$ cat src/rtl/uart_pkg.sv
// Shared types and constants for the UART receive path.
// Holds the receiver state encoding, the default frame geometry and the parity-sense values.
package uart_pkg;

    typedef enum logic [2:0] {
        IDLE,
        START,
        DATA,
        PARITY,
        STOP,
        WAIT_IDLE
    } uart_rx_state_t;

    localparam int UART_DEF_DATA_BITS  = 8;
    localparam int UART_DEF_OVERSAMPLE = 16;

    localparam int UART_PARITY_EVEN = 0;
    localparam int UART_PARITY_ODD  = 1;

    // Two-out-of-three vote used to resolve each bit from its three mid-bit samples.
    function automatic logic majority3(input logic a, input logic b, input logic c);
        return (a & b) | (a & c) | (b & c);
    endfunction

endpackage

$ cat src/rtl/uart_rx_sync.sv
// Two-flop synchronizer for the asynchronous rx line.
// Both flops reset to the idle-high level, so leaving reset never looks like a start edge.
// rx_fall is a registered one-cycle pulse that lines up with the cycle in which rx_sync first reads 0.
module uart_rx_sync (
    input  logic clk,
    input  logic reset,
    input  logic rx,
    output logic rx_sync,
    output logic rx_fall
);

    logic meta;
    logic sync;

    // Shift rx through the metastability flop and the stable flop, and flag a high-to-low change.
    always_ff @(posedge clk) begin
        if (reset) begin
            meta    <= 1'b1;
            sync    <= 1'b1;
            rx_fall <= 1'b0;
        end else begin
            meta    <= rx;
            sync    <= meta;
            rx_fall <= sync & ~meta;
        end
    end

    assign rx_sync = sync;

endmodule

$ cat src/rtl/uart_rx_checked.sv
// Hardened UART receiver: 16x-style oversampling, 3-sample majority vote per bit,
// one-cycle rx_valid strobe with parity, framing and line-break flags.
// Optional parity bit enabled by defining the macro UART_RX_PARITY_EN; without it parity_err is 0.
module uart_rx_checked
    import uart_pkg::*;
#(
    parameter int DATA_BITS  = UART_DEF_DATA_BITS,
    parameter int OVERSAMPLE = UART_DEF_OVERSAMPLE,
    parameter int PARITY_ODD = UART_PARITY_EVEN
) (
    input  logic                 clk,
    input  logic                 reset,
    input  logic                 rx,
    input  logic                 s_tick,
    output logic                 rx_valid,
    output logic [DATA_BITS-1:0] rx_data,
    output logic                 parity_err,
    output logic                 frame_err,
    output logic                 break_det,
    output logic                 busy
);

    localparam int TW  = $clog2(OVERSAMPLE);
    localparam int BW  = $clog2(DATA_BITS);
    localparam int MID = OVERSAMPLE / 2;

    localparam logic [TW-1:0] T_SAMP0 = TW'(MID - 1);
    localparam logic [TW-1:0] T_SAMP1 = TW'(MID);
    localparam logic [TW-1:0] T_VOTE  = TW'(MID + 1);
    localparam logic [TW-1:0] T_LAST  = TW'(OVERSAMPLE - 1);
    localparam logic [BW-1:0] B_LAST  = BW'(DATA_BITS - 1);

    localparam bit PAR_SENSE = (PARITY_ODD != UART_PARITY_EVEN);

`ifdef UART_RX_PARITY_EN
    localparam bit PAR_EN = 1'b1;
`else
    localparam bit PAR_EN = 1'b0;
`endif

    uart_rx_state_t         state;
    uart_rx_state_t         state_next;

    logic                   rx_sync;
    logic                   rx_fall;

    logic [TW-1:0]          tcnt;
    logic [BW-1:0]          bit_cnt;
    logic [DATA_BITS-1:0]   shift_reg;
    logic [1:0]             samp;
    logic                   par_bit;

    logic                   voted;
    logic                   vote_tick;
    logic                   end_tick;
    logic                   last_bit;
    logic                   par_mismatch;

    logic                   tcnt_clr;
    logic                   bit_clr;
    logic                   bit_inc;
    logic                   shift_en;
    logic                   par_load;
    logic                   emit;

    uart_rx_sync u_sync (
        .clk     (clk),
        .reset   (reset),
        .rx      (rx),
        .rx_sync (rx_sync),
        .rx_fall (rx_fall)
    );

    // The third sample is the live synchronized line on the vote tick itself.
    assign voted        = majority3(samp[0], samp[1], rx_sync);
    assign vote_tick    = s_tick && (tcnt == T_VOTE);
    assign end_tick     = s_tick && (tcnt == T_LAST);
    assign last_bit     = (bit_cnt == B_LAST);
    assign par_mismatch = ((^shift_reg) ^ par_bit) != PAR_SENSE;
    assign busy         = (state != IDLE);

    // State register.
    always_ff @(posedge clk) begin
        if (reset) begin
            state <= IDLE;
        end else begin
            state <= state_next;
        end
    end

    // Next-state decode and per-state datapath controls; the stop bit resolves at its vote tick so the receiver resyncs early.
    always_comb begin
        state_next = state;
        tcnt_clr   = 1'b0;
        bit_clr    = 1'b0;
        bit_inc    = 1'b0;
        shift_en   = 1'b0;
        par_load   = 1'b0;
        emit       = 1'b0;
        case (state)
            IDLE: begin
                if (rx_fall) begin
                    tcnt_clr   = 1'b1;
                    bit_clr    = 1'b1;
                    state_next = START;
                end
            end
            START: begin
                if (vote_tick && voted) begin
                    state_next = IDLE;
                end else if (end_tick) begin
                    state_next = DATA;
                end
            end
            DATA: begin
                if (vote_tick) begin
                    shift_en = 1'b1;
                end
                if (end_tick) begin
                    if (last_bit) begin
                        bit_clr    = 1'b1;
                        state_next = PAR_EN ? PARITY : STOP;
                    end else begin
                        bit_inc = 1'b1;
                    end
                end
            end
            PARITY: begin
                if (vote_tick) begin
                    par_load = 1'b1;
                end
                if (end_tick) begin
                    state_next = STOP;
                end
            end
            STOP: begin
                if (vote_tick) begin
                    emit       = 1'b1;
                    state_next = voted ? IDLE : WAIT_IDLE;
                end
            end
            WAIT_IDLE: begin
                if (rx_sync) begin
                    state_next = IDLE;
                end
            end
            default: begin
                state_next = IDLE;
            end
        endcase
    end

    // Oversampling tick counter: restarts at the start edge and otherwise wraps once per bit period.
    always_ff @(posedge clk) begin
        if (reset || tcnt_clr) begin
            tcnt <= '0;
        end else if (s_tick) begin
            tcnt <= (tcnt == T_LAST) ? '0 : tcnt + TW'(1);
        end
    end

    // Capture the first two of the three mid-bit samples.
    always_ff @(posedge clk) begin
        if (reset) begin
            samp <= 2'b11;
        end else if (s_tick && (tcnt == T_SAMP0)) begin
            samp[0] <= rx_sync;
        end else if (s_tick && (tcnt == T_SAMP1)) begin
            samp[1] <= rx_sync;
        end
    end

    // Data bit position within the frame.
    always_ff @(posedge clk) begin
        if (reset || bit_clr) begin
            bit_cnt <= '0;
        end else if (bit_inc) begin
            bit_cnt <= bit_cnt + BW'(1);
        end
    end

    // Shift voted data bits in LSB first; the parity bit is kept separately and cleared at each new start.
    always_ff @(posedge clk) begin
        if (reset) begin
            shift_reg <= '0;
            par_bit   <= 1'b0;
        end else begin
            if (shift_en) begin
                shift_reg <= {voted, shift_reg[DATA_BITS-1:1]};
            end
            if (tcnt_clr) begin
                par_bit <= 1'b0;
            end else if (par_load) begin
                par_bit <= voted;
            end
        end
    end

    // Registered result: one-cycle strobe, flags only while strobing, character held between strobes.
    always_ff @(posedge clk) begin
        if (reset) begin
            rx_valid   <= 1'b0;
            rx_data    <= '0;
            parity_err <= 1'b0;
            frame_err  <= 1'b0;
            break_det  <= 1'b0;
        end else begin
            rx_valid   <= emit;
            parity_err <= emit & PAR_EN & par_mismatch;
            frame_err  <= emit & ~voted;
            break_det  <= emit & ~voted & (shift_reg == '0) & ~par_bit;
            if (emit) begin
                rx_data <= shift_reg;
            end
        end
    end

endmodule

$ cat config.mk
export PLATFORM = sky130hd
export DESIGN_NAME = uart_rx_checked
export DESIGN_NICKNAME = d
export VERILOG_FILES = /design/src/rtl/uart_pkg.sv /design/src/rtl/uart_rx_sync.sv /design/src/rtl/uart_rx_checked.sv
export SDC_FILE = /design/constraint.sdc
export NUM_CORES = 1
export LEC_CHECK = 0
export BUFFER_PORTS_ARGS = -buffer_cell sky130_fd_sc_hd__buf_4
export CAP_MARGIN = 20
export CORE_ASPECT_RATIO = 0.75
export CORE_UTILIZATION = 40
export DETAILED_ROUTE_END_ITERATION = 7
export PLACE_DENSITY = 0.69
export SETUP_SLACK_MARGIN = 0.05
export SYNTH_ARGS = -nofsm -noshare
export SYNTH_HDL_FRONTEND = slang
export SYNTH_SLANG_ARGS = --single-unit
$ cat constraint.sdc
create_clock -name clk -period 2.4 [get_ports clk]
set_input_delay 0.36 -clock clk [delete_from_list [all_inputs] [get_ports clk]]
set_output_delay 0.36 -clock clk [all_outputs]
set_load 0.05 [all_outputs]
* After elaboration in Yosys (flattened, before gate mapping)
Cells that the tools add are included.
** Operators by class
- $add $sub $neg :: 2
- Equal/unequal tests :: 17
- Muxes and demuxes :: 23
- Bitwise logic cells :: 13
- Reductions and logical operators :: 13
** Operators with widths (number)
- $mux 3 :: 9
- $pmux 3 s6 :: 1
- $eq 4x4->1 const B :: 3
- $mux 1 :: 11
- $eq 3x3->1 const B :: 3
- $logic_not 8->1 :: 1
- $ne 2x2->1 const B :: 4
- $and 1x1->1 :: 7
- $reduce_and 7->1 :: 1
- $eq 3x2->1 const B :: 2
- $logic_and 1x1->1 :: 5
- $add 4x1->4 const B :: 1
- $eq 4x3->1 const B :: 1
- $mux 4 :: 1
- $ne 2x1->1 const B :: 2
- $not 1->1 :: 4
- $add 3x1->3 const B :: 1
- $eq 3x1->1 const B :: 1
- $logic_not 3->1 :: 1
- $ne 3x3->1 const B :: 1
- $reduce_bool 3->1 :: 1
- $logic_or 1x1->1 :: 2
- $or 1x1->1 :: 2
- $pmux 1 s2 :: 1
- 2 further kinds :: 2
** Storage, ports and cells
- Bits in registers :: 35
- Input port bits :: 4
- Output and inout port bits :: 13
- Logic and storage cells :: 82

* Longest topological paths before layout
Gate-level depths: netlist of the first run.
- Depth after elaboration :: 7
- Gate-level depth with buffers :: 6
- Mapped depth without buffers :: 6

* Modules after synthesis
Synthesis of the first run repeated with hierarchy kept, for this count alone.
** Unflattened totals
- Cells, all modules :: 157
- Area, all modules :: 1519.0 µm²
** Modules (own cells, without submodules)
- uart_rx_checked :: times used 1, cells each 151, area each 1438.9 µm², sequential area each 640.6 µm²
- uart_rx_sync :: times used 1, cells each 6, area each 80.1 µm², sequential area each 60.1 µm²

* Worst setup path after synthesis of the first run
No wires, ideal clock.
- Path kind :: flip-flop to flip-flop
- Start point :: register state[0]
- End point :: register tcnt[3]
- Library setup time :: 0.139 ns
- Data arrival time :: 1.666 ns
- Required time :: 2.261 ns
- Slack :: 0.595 ns
- Stages on the path, launching flop included :: 6
- Path buffers :: 1
- Clock period less this slack :: 1.805 ns
- Cell sequence :: dfxtp_1 buf_2 inv_1 nand3_1 o21bai_1 nor3_1
** On the way
- Longest elaborated chain between the ends :: 3
** Ends and longest elaborated chain
- start, declared :: line uart_rx_checked.sv:41 : uart_rx_state_t state;
- start signal, assigned :: line uart_rx_checked.sv:87 : state <= state_next;
- $logic_not 3->1 :: line uart_rx_checked.sv:100 : case (state)
- $mux 1 :: line uart_rx_checked.sv:100
- $logic_or 1x1->1 :: line uart_rx_checked.sv:155 : if (reset || tcnt_clr) begin
- end signal, assigned :: line uart_rx_checked.sv:158 : tcnt <= (tcnt == T_LAST) ? '0 : tcnt + TW'(1);
- end, declared :: line uart_rx_checked.sv:47 : logic [TW-1:0] tcnt;
Every way passes these cells.
A chain may end at the register's enable or synchronous reset.

* Worst setup path after layout of the first run
- Start point :: register tcnt[0]
- End point :: register bit_cnt[2]
** On the way
- Longest elaborated chain between the ends :: 5
- Elaborated cells between the ends (all ways) :: 7
- Classes of those cells :: 1 x eq/ne; 4 x mux; 2 x reduce/logical
** Ends and longest elaborated chain
- $eq 4x4->1 * :: line uart_rx_checked.sv:77 : assign end_tick = s_tick && (tcnt == T_LAST);
- $logic_and 1x1->1 * :: line uart_rx_checked.sv:77
- $mux 1 :: line uart_rx_checked.sv:119 : if (end_tick) begin
- $pmux 1 s2 :: line uart_rx_checked.sv:100
- $logic_or 1x1->1 :: line uart_rx_checked.sv:175 : if (reset || bit_clr) begin
- end signal, assigned :: line uart_rx_checked.sv:178 : bit_cnt <= bit_cnt + BW'(1);
- end, declared :: line uart_rx_checked.sv:48 : logic [BW-1:0] bit_cnt;
Every way passes the cells marked *; elsewhere a longest branch is shown, timed or not.

==> results.ini, run 1 <==
[status]
status = completed

[layout]
area_growth_pct = 14.1
post-route-util = 0.502
antenna-diode-count = 0
drive_gt1_frac = 0.162
layout.nets = 181

[clock_network]
numCtsBuffers = 5
post_cts_resized = 0
post_cts_buffers = 0
cts_tree = done
clkSinkCount = 35
cts.path.max_buffers = 2
htree_levels = 2
cts_root_buf = clkbuf_8
clk_pin_slew_worst_paths_ps = 60
cts_hold_buf = 0
clock_latency_ps = 280

[synth]
synth-edff-count = 0
synth-async-reset-ratio = 0
synthesis.nets = 166
netlist_instances = 157
ys_top_cells_by_area = dfxtp_1 (46%), mux2i_1 (12%), nor2_1 (6.9%), ha_1 (4.1%), inv_1 (2.2%)
ys.flop_type = dfxtp_1
ys_warn_count = 0
synth.distinct_cells = 39
yosysTopAreaCellShare = 0.462
syn_area_per_cell_sq_um = 9.65
seq_area_frac_synth = 0.462
ys_ff_latch = 35
yosysTopAreaCell = dfxtp_1
syn-cell-area_sq_mm = 0.00152

[die]
io-pin-count = 17
dieArea_sq_mm = 0.00404
dieWidth_um = 73.1
start_util = 0.440
dieHeight_um = 55.3
num_rows = 18
core-area_sq_mm = 0.00345

[detailed_routing]
drt_iter0_drc = 48
drc = 0
drtPass1Iterations = 4
viasPerCell = 5.05
drt-wirelength-per-cell_um = 12.6
routed_wirelength_um = 2810
wl_met1_um = 1340
dr.max_layer_used = met4
wl_met2_um = 1300
postRouteAntennaNets = 0
wl_met3_um = 105
num_vias = 1127

[timing]
setup_viol = 0
tightest_slew_ps = 635
fin_crit_ps = 1940
timing.fmax_mhz = 515
relSlewSlack = 0.576
fin_crit_sh = 0.810
rsz0062_at_grt = no
fin_tns_setup_ps = 0
skew_ps = 4.93
finalHoldViolCount = 0
slew_viol_final = 0

[power]
peakVddDrop_mv = 0.340
finalPower_mw = 1.04
seqPwrFrac = 0.575
p_sw_mw = 0.233
switching_share = 0.225
share_comb_of_total_power = 0.042
p_clk_frac = 0.384
leakage_nw = 0.652
p_int_mw = 0.804
power.density_mw_per_mm2 = 600

[critical_path]
worst-setup-path-type = flop to flop
cp-end-kind = flop
critPathMaxFanout = 7
critPathMaxStageDelay_ps = 450
crit_path_top_delay_cell = dfxtp_1
cp_data_required_time_ps = 2610
cp_cell_sequence = ha_1 -> nand4_2 -> or3_4 -> or3b_1 -> a21oi_1
critical_path_arrival_ps = 2150
cp-start-kind = flop

[placed_design]
hpwlAfterDp_um = 1980
port_buffers = 15
gp_congestion = 0.849

[run]
maxCapViolCount = 0

[global_route]
grt_pass1_vias = 1051
grt-ovfl-total = 0
antenna_found_initial = 0
track_usage = 0.156
grt_max_degree = 28
grt_first_pass_wirelength_um = 4770

[worst_hold_path]
min_path_type = primary input to flop

layer usage:
layer | GRT usage | vias to the layer above
met2 | 0.231 | 19
li1 | - | 571
met1 | 0.197 | 529
met5 | 0 | -
met3 | 0.0602 | 8
met4 | 0.0756 | 0
final cells by class:
class,count,area [sq um]
Tap cell,50,62.6
Clock buffer,7,76.3
Sequential cell,35,701
Multi-Input combinational cell,106,738
Inverter,9,33.8
Fill cell,329,1720
Clock inverter,1,5.00
Timing Repair Buffer,15,113
worst paths after layout:
kind | from | to | slack [ps] | cells after the start
min reg2reg | u_sync.meta$_SDFF_PP1_ | u_sync.rx_sync$_SDFF_PP1_ | 430 | 1
min | rx | u_sync.meta$_SDFF_PP1_ | 260 | 2
max | tcnt[0]$_SDFFE_PP0P_ | bit_cnt[2]$_SDFFE_PP0P_ | 460 | 5
max reg2reg | tcnt[0]$_SDFFE_PP0P_ | bit_cnt[2]$_SDFFE_PP0P_ | 460 | 5
Yosys cell counts (all sizes together) (4+ instances only):
cell / n
a21oi: 5
nor2: 28
dfxtp: 35
inv: 9
nor3: 8
nand3: 4
mux2i: 18
nand2: 5
buf: 4
ha: 5
logic make-up (layout without fill, tap and decap cells):
family | after synthesis | count (layout) | synth area share
AND/OR/NAND/NOR | 62 | 62 | 0.229
flip-flops | 35 | 35 | 0.462
AO/OA/AOI/OAI | 18 | 18 | 0.0834
multiplexers | 18 | 18 | 0.119
buffers and inverters | 16 | 32 | 0.0504
adder cells (fa/ha/maj) | 6 | 6 | 0.0479
other | 1 | 1 | 0.00247
XOR/XNOR | 1 | 1 | 0.00578
per-stage QoR:
step                hold slack, ps  instance area (sq um)  instances  setup WS, ps
floorplan                      403                   1520        157           595
global placement               409                   1650        215           584
detailed placement             416                   1650        215           474
CTS                            251                   1730        223           451
global route                   248                   1730        223           342
finish                         257                   1730        223           457
critical path: cells and delay by family, from the launching register on:
family          cells  cell delay [ps]
compound gates      1              140
simple gates        3              990
fa+ha+maj           1              300
flops               1              450
cell usage in the layout (no fill, tap or decap), types with 2 or more instances in the layout:
master / instances
o21ai_0: 3
buf_4: 15
ha_1: 5
or2_2: 2
nor3_4: 2
dfxtp_1: 35
clkbuf_1: 2
nor3_1: 6
nand2b_1: 3
clkbuf_8: 5
nand2_1: 5
a211o_1: 2
mux2i_1: 18
or3b_1: 2
nand4b_1: 2
inv_1: 9
nor2_1: 28
a21oi_1: 5
nand3_1: 4
power groups by stage:
stage | clock network (mW) | registers [mW] | logic, mW
floorplan | 0 | 0.604 | 0.0387
global placement | 0 | 0.608 | 0.0421
detailed placement | 0 | 0.609 | 0.0435
CTS | 0.410 | 0.596 | 0.0435
global route | 0.444 | 0.596 | 0.0482
finish | 0.398 | 0.596 | 0.0433
(Power assumes the default switching activity.)
==> inputs of run 2 (changes only) <==
- clock period: 2.4 -> 1.9 ns (I/O delays scaled with it)
==> run 2 against run 1 <==
Flip-flop and latch count unchanged. Die area unchanged. Global-route usage is essentially flat. Clock power is 71% higher. Critical path depth is the same. Via count up 2.4%. Register-to-register slack got worse by 250 ps. Critical path type unchanged. Largest power group unchanged.
==> results.ini, run 2 (same netlist as run 1, synthesis figures left out) <==
[status]
status = completed

[critical_path]
cp-startpoint = tcnt[1]$_SDFFE_PP0P_
cp-start-kind = flop
critical_path_arrival_ps = 1910
crit_end = bit_cnt[2]$_SDFFE_PP0P_
r2r-start = tcnt[1]$_SDFFE_PP0P_
r2r-end = bit_cnt[2]$_SDFFE_PP0P_
cp-end-kind = flop
critPathMaxFanout = 6
r2r_cells = 5
cp_data_required_time_ps = 2110
worst-setup-path-type = flop to flop
r2r_slack_ps = 200

[timing]
skew_ps = 6.52
fin_crit_ps = 1700
fin_tns_setup_ps = 0
setup_viol = 0
timing.fmax_mhz = 590
rsz0062_at_grt = no
finalHoldViolCount = 0
fin_crit_sh = 0.892
slew_viol_final = 0

[placed_design]
port_buffers = 15
place_area_sq_mm = 0.00170
dp_cells = 220
hpwlAfterDp_um = 1910
gp_congestion = 0.740

[global_route]
grt_first_pass_wirelength_um = 4780
grt_max_degree = 28
track_usage = 0.156
grt-ovfl-total = 0
grt_pass1_vias = 1061
antenna_found_initial = 0

[clock_network]
clkSinkCount = 35
clock_latency_ps = 280
numCtsBuffers = 5
cts_tree = done
cts_hold_buf = 0
cts.path.max_buffers = 2
clk_pin_slew_worst_paths_ps = 70
cts_root_buf = clkbuf_8
htree_levels = 2

[layout]
layout_common_cells = dfxtp_1 (33), nor2_1 (28), buf_4 (19), mux2i_1 (18), inv_1 (9)
stdcell_area_sq_mm = 0.00183
post-route-util = 0.530
final_common_cell = dfxtp_1
layout.nets = 186
drive_gt1_frac = 0.208
fillers = 310
fin_cells = 228
antenna-diode-count = 0
area_growth_pct = 20.6

[die]
start_util = 0.440
dieArea_sq_mm = 0.00404
num_rows = 18
core-area_sq_mm = 0.00345
io-pin-count = 17
dieHeight_um = 55.3
dieWidth_um = 73.1

[worst_hold_path]
min_path_type = primary input to flop

[power]
leakage_nw = 0.709
peakVddDrop_mv = 0.583
finalPower_mw = 1.49
power.density_mw_per_mm2 = 817

[detailed_routing]
drc = 0
num_vias = 1154
postRouteAntennaNets = 0
drt-wirelength-per-cell_um = 12.4
drtPass1Iterations = 4
viasPerCell = 5.06
routed_wirelength_um = 2830
drt_iter0_drc = 128

[run]
maxCapViolCount = 0

[run 2: repair_timing]
item,CTS,global route
buffers inserted,0,0
endpoints found under the setup margin,0,3
resized for setup,0,3
[run 2: cell type report]
class / instances / area [sq um] / share of cell area
clock buffers: 6 / 82.6 / 0.0452
clock inverters: 2 / 35.0 / 0.0192
inverters: 9 / 33.8 / 0.0185
multi-input cells: 106 / 747 / 0.409
flip-flops and latches: 35 / 703 / 0.385
well taps: 50 / 62.6 / 0.0342
repair buffers: 20 / 163 / 0.0890
[run 2: routing by layer]
layer | part of all wire | GRT usage | vias to the layer above
met5 | 0 | 0 | -
met4 | 0.0095 | 0.0504 | 0
met3 | 0.036 | 0.0547 | 2
met2 | 0.47 | 0.235 | 26
met1 | 0.48 | 0.207 | 540
li1 | - | - | 586
[run 2: stage by stage]
stage / setup slack, ps / hold WS (ps)
after floorplan: 95.4 / 389
after global placement: 225 / 412
after detailed placement: 154 / 415
after CTS: 126 / 183
after global routing: 105 / 182
final: 205 / 191
[run 2: where the power goes]
part           switching, mW  internal (mW)
Clock                  0.257          0.424
Combinational         0.0390         0.0203
Sequential            0.0114          0.741
Total                  0.307           1.19
[run 2: worst min path at each step]
| stage | start | to | slack [ps] | cells after the start |
|---|---|---|---|---|
| after floorplan | rx | u_sync.meta$_SDFF_PP1_ | 390 | 1 |
| after global placement | u_sync.meta$_SDFF_PP1_ | u_sync.rx_sync$_SDFF_PP1_ | 410 | 1 |
| after detailed placement | u_sync.meta$_SDFF_PP1_ | u_sync.rx_sync$_SDFF_PP1_ | 410 | 1 |
| after CTS | rx | u_sync.meta$_SDFF_PP1_ | 180 | 2 |
| after global routing | rx | u_sync.meta$_SDFF_PP1_ | 180 | 2 |
| final | rx | u_sync.meta$_SDFF_PP1_ | 190 | 2 |
[run 2: critical path, stage by stage (launching register included)]
cell	delay, ps
dfxtp_1	390
ha_1	210
nand4_2	120
or3_4	420
or3b_1	350
a21oi_1	140
